[src/rtl/atuador_motores_pkg.sv]
// Shared definitions for the cleaner-robot actuator stage.
// Holds the state encoding, the last-direction encoding, the default motion
// durations (reused by the navigation FSM bench) and the output decoder.
package atuador_motores_pkg;

  // Default durations in clock cycles
  localparam int unsigned T_AVANCO_PAD  = 8;
  localparam int unsigned T_GIRO_PAD    = 12;
  localparam int unsigned T_REMOCAO_PAD = 16;
  localparam int unsigned T_MORTO_PAD   = 2;
  localparam int unsigned CW_PAD        = 8;

  typedef enum logic [2:0] {
    StOcioso  = 3'd0,
    StMorto   = 3'd1,
    StAvanco  = 3'd2,
    StGiro    = 3'd3,
    StRemocao = 3'd4,
    StFim     = 3'd5
  } estado_t;

  // Direction class of the last completed wheel motion
  typedef enum logic [1:0] {
    DirNone = 2'd0,
    DirFwd  = 2'd1,
    DirTurn = 2'd2
  } ultima_dir_t;

  typedef struct packed {
    logic esq_fwd;
    logic esq_rev;
    logic dir_fwd;
    logic dir_rev;
    logic escova;
    logic ocupado;
    logic concluido;
  } saidas_t;

  // Output pattern for each state; anything unrecognised decodes to all-zero.
  function automatic saidas_t decodifica_saidas(estado_t estado);
    saidas_t s;
    s = '0;
    case (estado)
      StMorto: begin
        s.ocupado = 1'b1;
      end
      StAvanco: begin
        s.esq_fwd = 1'b1;
        s.dir_fwd = 1'b1;
        s.ocupado = 1'b1;
      end
      StGiro: begin
        // Right turn in place: left wheel forward, right wheel reverse
        s.esq_fwd = 1'b1;
        s.dir_rev = 1'b1;
        s.ocupado = 1'b1;
      end
      StRemocao: begin
        s.escova  = 1'b1;
        s.ocupado = 1'b1;
      end
      StFim: begin
        s.ocupado   = 1'b1;
        s.concluido = 1'b1;
      end
      default: s = '0;
    endcase
    return s;
  endfunction

endpackage

[src/rtl/atuador_motores_temporizador_acao.sv]
// temporizador_acao: CW-bit down-counter timing each motion phase.
// Ports:
//   clockc2     clock, rising edge
//   reset       synchronous, active-high; clears the count
//   carga       load valor into the counter (wins over decrement)
//   valor       load value
//   decrementa  decrement enable; saturates at zero, never wraps
//   zero        count is zero
module temporizador_acao #(
  parameter int unsigned CW = 8
) (
  input  logic          clockc2,
  input  logic          reset,
  input  logic          carga,
  input  logic [CW-1:0] valor,
  input  logic          decrementa,
  output logic          zero
);

  logic [CW-1:0] contagem_q, contagem_d;

  always_comb begin
    contagem_d = contagem_q;
    if (carga) begin
      contagem_d = valor;
    end else if (decrementa && (contagem_q != '0)) begin
      contagem_d = contagem_q - 1'b1;
    end
  end

  always_ff @(posedge clockc2) begin
    if (reset) begin
      contagem_q <= '0;
    end else begin
      contagem_q <= contagem_d;
    end
  end

  assign zero = (contagem_q == '0);

endmodule

[src/rtl/atuador_motores.sv]
// atuador_motores: turns level motion commands into timed, self-contained
// motions (forward, right turn, brush sweep) and drives the H-bridge enables.
// Dead time is inserted whenever the wheel direction class changes.
// Ports:
//   clockc2, reset           clock and synchronous active-high reset
//   avancar, girar, remover  level requests, priority remover > girar > avancar
//   motor_esq_fwd/rev        left wheel H-bridge enables
//   motor_dir_fwd/rev        right wheel H-bridge enables
//   escova                   brush motor enable
//   ocupado                  motion in progress, requests ignored
//   concluido                one-cycle pulse at end of motion
module atuador_motores
  import atuador_motores_pkg::*;
#(
  parameter int unsigned T_AVANCO  = T_AVANCO_PAD,
  parameter int unsigned T_GIRO    = T_GIRO_PAD,
  parameter int unsigned T_REMOCAO = T_REMOCAO_PAD,
  parameter int unsigned T_MORTO   = T_MORTO_PAD,
  parameter int unsigned CW        = CW_PAD
) (
  input  logic clockc2,
  input  logic reset,
  input  logic avancar,
  input  logic girar,
  input  logic remover,
  output logic motor_esq_fwd,
  output logic motor_esq_rev,
  output logic motor_dir_fwd,
  output logic motor_dir_rev,
  output logic escova,
  output logic ocupado,
  output logic concluido
);

  localparam logic [CW-1:0] CargaAvanco  = CW'(T_AVANCO - 1);
  localparam logic [CW-1:0] CargaGiro    = CW'(T_GIRO - 1);
  localparam logic [CW-1:0] CargaRemocao = CW'(T_REMOCAO - 1);
  localparam logic [CW-1:0] CargaMorto   = CW'(T_MORTO - 1);

  estado_t     estado_q, estado_d;
  estado_t     alvo_q, alvo_d;          // action to enter once dead time expires
  ultima_dir_t ultima_dir_q, ultima_dir_d;
  saidas_t     saidas_q;

  logic          carga;
  logic [CW-1:0] valor;
  logic          decrementa;
  logic          zero;

  temporizador_acao #(
    .CW(CW)
  ) u_temporizador (
    .clockc2   (clockc2),
    .reset     (reset),
    .carga     (carga),
    .valor     (valor),
    .decrementa(decrementa),
    .zero      (zero)
  );

  always_comb begin
    estado_d     = estado_q;
    alvo_d       = alvo_q;
    ultima_dir_d = ultima_dir_q;
    carga        = 1'b0;
    valor        = '0;
    decrementa   = 1'b0;

    case (estado_q)
      StOcioso: begin
        if (remover) begin
          estado_d = StRemocao;
          carga    = 1'b1;
          valor    = CargaRemocao;
        end else if (girar) begin
          carga = 1'b1;
          if (ultima_dir_q == DirFwd) begin
            estado_d = StMorto;
            alvo_d   = StGiro;
            valor    = CargaMorto;
          end else begin
            estado_d = StGiro;
            valor    = CargaGiro;
          end
        end else if (avancar) begin
          carga = 1'b1;
          if (ultima_dir_q == DirTurn) begin
            estado_d = StMorto;
            alvo_d   = StAvanco;
            valor    = CargaMorto;
          end else begin
            estado_d = StAvanco;
            valor    = CargaAvanco;
          end
        end
      end
      StMorto: begin
        if (zero) begin
          carga = 1'b1;
          if (alvo_q == StGiro) begin
            estado_d = StGiro;
            valor    = CargaGiro;
          end else begin
            estado_d = StAvanco;
            valor    = CargaAvanco;
          end
        end else begin
          decrementa = 1'b1;
        end
      end
      StAvanco: begin
        if (zero) begin
          estado_d     = StFim;
          ultima_dir_d = DirFwd;
        end else begin
          decrementa = 1'b1;
        end
      end
      StGiro: begin
        if (zero) begin
          estado_d     = StFim;
          ultima_dir_d = DirTurn;
        end else begin
          decrementa = 1'b1;
        end
      end
      StRemocao: begin
        if (zero) begin
          estado_d     = StFim;
          ultima_dir_d = DirNone;
        end else begin
          decrementa = 1'b1;
        end
      end
      StFim: begin
        estado_d = StOcioso;
      end
      default: begin
        estado_d = StOcioso;
      end
    endcase
  end

  // Outputs are registered from the next state, so they line up with the
  // state register and never see an input combinationally.
  always_ff @(posedge clockc2) begin
    if (reset) begin
      estado_q     <= StOcioso;
      alvo_q       <= StAvanco;
      ultima_dir_q <= DirNone;
      saidas_q     <= '0;
    end else begin
      estado_q     <= estado_d;
      alvo_q       <= alvo_d;
      ultima_dir_q <= ultima_dir_d;
      saidas_q     <= decodifica_saidas(estado_d);
    end
  end

  assign motor_esq_fwd = saidas_q.esq_fwd;
  assign motor_esq_rev = saidas_q.esq_rev;
  assign motor_dir_fwd = saidas_q.dir_fwd;
  assign motor_dir_rev = saidas_q.dir_rev;
  assign escova        = saidas_q.escova;
  assign ocupado       = saidas_q.ocupado;
  assign concluido     = saidas_q.concluido;

endmodule

[config.mk]
export PLATFORM = sky130hd
export DESIGN_NAME = atuador_motores
export DESIGN_NICKNAME = d
export VERILOG_FILES = /design/src/rtl/atuador_motores_pkg.sv /design/src/rtl/atuador_motores_temporizador_acao.sv /design/src/rtl/atuador_motores.sv
export SDC_FILE = /design/constraint.sdc
export NUM_CORES = 1
export LEC_CHECK = 0
export BUFFER_PORTS_ARGS = -buffer_cell sky130_fd_sc_hd__clkbuf_2
export CAP_MARGIN = 20
export CORE_AREA = 2 2 64 66
export DETAILED_ROUTE_END_ITERATION = 6
export DIE_AREA = 0 0 66 68
export GPL_ROUTABILITY_DRIVEN = 1
export MAX_ROUTING_LAYER = met4
export PLACE_DENSITY_LB_ADDON = 0.05
export SETUP_SLACK_MARGIN = 0.5
export SLEW_MARGIN = 15
export SYNTH_ARGS = -nofsm -noshare
export SYNTH_HDL_FRONTEND = slang
export SYNTH_SLANG_ARGS = --single-unit
[constraint.sdc]
create_clock -name clockc2 -period 6.38 [get_ports clockc2]
set_input_delay 1.914 -clock clockc2 [delete_from_list [all_inputs] [get_ports clockc2]]
set_output_delay 1.914 -clock clockc2 [all_outputs]
set_load 0.01 [all_outputs]
==> results.md <==
* Routing usage on met1 at between 10% and 20%
* Fillers at 446
* Ys Warns at 0
* Fin cells at 184
* Vias in the first global route at 949
* Minimum period implied by the final worst setup slack at 3048 ps
* Ports at 12
* Die Ht at 68 um
* Setup crit start: remover
* Final core area utilization at ~32%
* Slew margin rel. at 53.81%
* Avg Vias per Cell at 4.967
* Syn_area_per_cell at just under 9 um^2
* Root Buffer: clkbuf_8
* Clock sinks at 20
* Run status: completed
* R2r startpoint: u_temporizador.contagem_q[0]
* Crit Path Class: primary input to register
* Worst setup EP type: register
* DIE WIDTH at 66 um
* Hold Startpoint: alvo_q[0]
* CP startpoint kind: primary input
* R2r setup slk at 4010 ps
* Worst-case reg-to-reg path depth at 8
* ANT cells at 0
* DP HPWL at 1831 um
* Clock Latency Late Sink at roughly 260 ps
* Worst EP required at between 6000 and 7000 ps
* Seq/Total Area, Yosys at 36.45%
* Mapped Cells at 126
* Avg WL per Cell at 13.32 um
* Worst slew pin tran at 691.4 ps
* Layout cell share with drive strength beyond 1 at 17.91%
* M3 GR Usage at roughly 2%
* GP Congestion at 0.7401
* Nets@finish at 143
* #FFs+latches synth at 20
* Main synth FF type: dfxtp_1
* R2R Path End: ocupado
* Initial Util at 28.49%
* Final setup violation count at 0
* Via count at 914
* Setup_tns at 0 ps
* Maxcap violations at 0
* Global routing usage on met2 at 21.97%
* Cts-stage hold buffer count at 0
* Dpl ws at a little over 3000 ps
* Hold Slack at 481.8 ps
* CTS H-tree depth at 1
* Share of the clock period used by the worst path at 47.77%
* Antenna Nets Post-Route at 0
* TritonCTS clock tree: done
* Clock Tree Buf Depth at 2
* Cell Area, Synth at 1099 um^2
* Worst Path Max Fanout at 4
* Fmax at 328.1 MHz
* Fin Clk Skew at ~1.3 ps
* Worst min path class: register to register
* Unrepaired setup endpoints after global routing: no
* GRT Residual Overflow at 0
* Syn nets at 134
* Commonest non-fill, non-tap cell in the layout: dfxtp_1
* Worst vdd rail ir drop at roughly 0.00017 V
* Final slew viol count at 0
* WP buf/inv at 1
* Total GRT Usage at 12.79%
* Inserted Clock Buffers at 3
* DR iter-0 viols at 32
* Post-synth EDFFs at 0
* Total die area at 4488 um^2
* Largest net degree at the start of global routing at 17
* DR pass1 iterations at 4
* Area growth syn-to-layout at 13.55%
* Final Worst Setup Slack at 3332 ps
* Post-CTS Setup Repair Bufs at 0
* Cell depth of the worst setup path at 6
* Core area at 3856 um^2
* Busiest layer in global routing: met2
* FP Rows at 23
* Critical path endpoint: u_temporizador.contagem_q[3]
* Commonest non-fill, non-tap cells in the layout: dfxtp_1 (20), nor2_1 (12), clkbuf_2 (10)
* Port buffer count at 10
* Slowest cell on the critical path: o31ai_1
* Reg clk slew, reported paths at 80 ps
* Placed cell count at 180
* Leakage at ~0.47 nW
* Initial antenna violation count at 0
* Residual DRC count at 0
* Top delay family on crit path: compound AO/OA/AOI/OAI gates
* Pwr Density at between 500 and 600 nW/um^2
* First-pass GRT wire length at 4250 um
* Netlist cell types at 48
* Critical Path AT at ~3200 ps
* Final Hold Fails at 0
* CP max stage delay at between 300 and 400 ps
* Final wirelength at roughly 2500 um
* Cts repair resizes at 0
* Ys async rst share at 0%
* Worst-path cell chain: clkbuf_2 -> or2_2 -> o31ai_1 -> a21o_1 -> a32oi_1 -> nor4_1
layer usage:
layer,up-vias,part of all wire [%]
li1,469,-
met2,5,47
met4,0,0.98
met5,-,0
met3,2,2.1
met1,438,49
state kept, by name, indices dropped and copies added, names as in the netlist:
register                   cells
u_temporizador.contagem_q      8
estado_q                       3
alvo_q                         1
motor_dir_rev                  1
escova                         1
motor_dir_fwd                  1
concluido                      1
motor_esq_fwd                  1
ultima_dir_q                   2
ocupado                        1
worst register-to-register path, cell delays in order (launching register included):
cell and delay (ps):
dfxtp_1 330, inv_1 90, ha_1 140, nor3b_1 580
and2_1 350, nand2_1 130, o32a_1 270, ha_1 290
a21oi_1 130
per-stage QoR:
step	total power [mW]	instance area, um^2
3_3_place_gp	0.5086	1176
5_1_grt	0.6822	1247
6_report	0.6291	1247
2_1_floorplan	0.4410	1099
4_1_cts	0.6375	1247
3_5_place_dp	0.5071	1176
cell usage after synthesis (all sizes together), types with 3 or more instances:
cell type / n / area share, %
nor2b: 3 / 1.7
nor2: 12 / 4.1
nand2b: 5 / 2.8
clkbuf: 3 / 1.0
buf: 3 / 2.2
o21ai: 3 / 1.4
a21oi: 7 / 3.5
inv: 7 / 2.4
nand2: 7 / 2.4
nor3: 5 / 2.3
dfxtp: 20 / 36
ha: 3 / 3.4
xor2: 4 / 3.2
nand3: 7 / 4.3
worst min-delay path by stage:
| stage | to | slack (ps) | depth (start not counted) |
|---|---|---|---|
| floorplan | ultima_dir_q[0] | 450 | 2 |
| global placement | alvo_q[0] | 470 | 2 |
| detailed placement | alvo_q[0] | 480 | 2 |
| CTS | alvo_q[0] | 490 | 2 |
| global route | ultima_dir_q[0] | 520 | 2 |
| finish | alvo_q[0] | 480 | 2 |
where the power goes:
part | internal [mW] | switching [mW]
clock network | 0.0837 | 0.0441
registers | 0.160 | 0.0402
logic | 0.124 | 0.178
cells by family (layout without fill, tap and decap cells):
kind of cell    Yosys count  after routing  share of synthesized area (%)
simple gates             52             52                          27.11
compound gates           32             32                          23.12
flops                    20             20                          36.45
buf+inv                  13             21                          5.581
xor+xnor                  5              5                          3.986
fa+ha+maj                 3              3                          3.417
other cells               1              1                         0.3414
final cells by class:
class                           count  area (um^2)  area share [%]
Tap cell                           50        62.56           5.015
Sequential cell                    20        400.4           32.10
Timing Repair Buffer               10        50.05           4.012
Multi-Input combinational cell     93        636.9           51.05
Clock buffer                        3        41.29           3.310
Inverter                            7        26.28           2.106
Clock inverter                      1        30.03           2.407
Note: power is estimated with default switching activity, not from simulation.
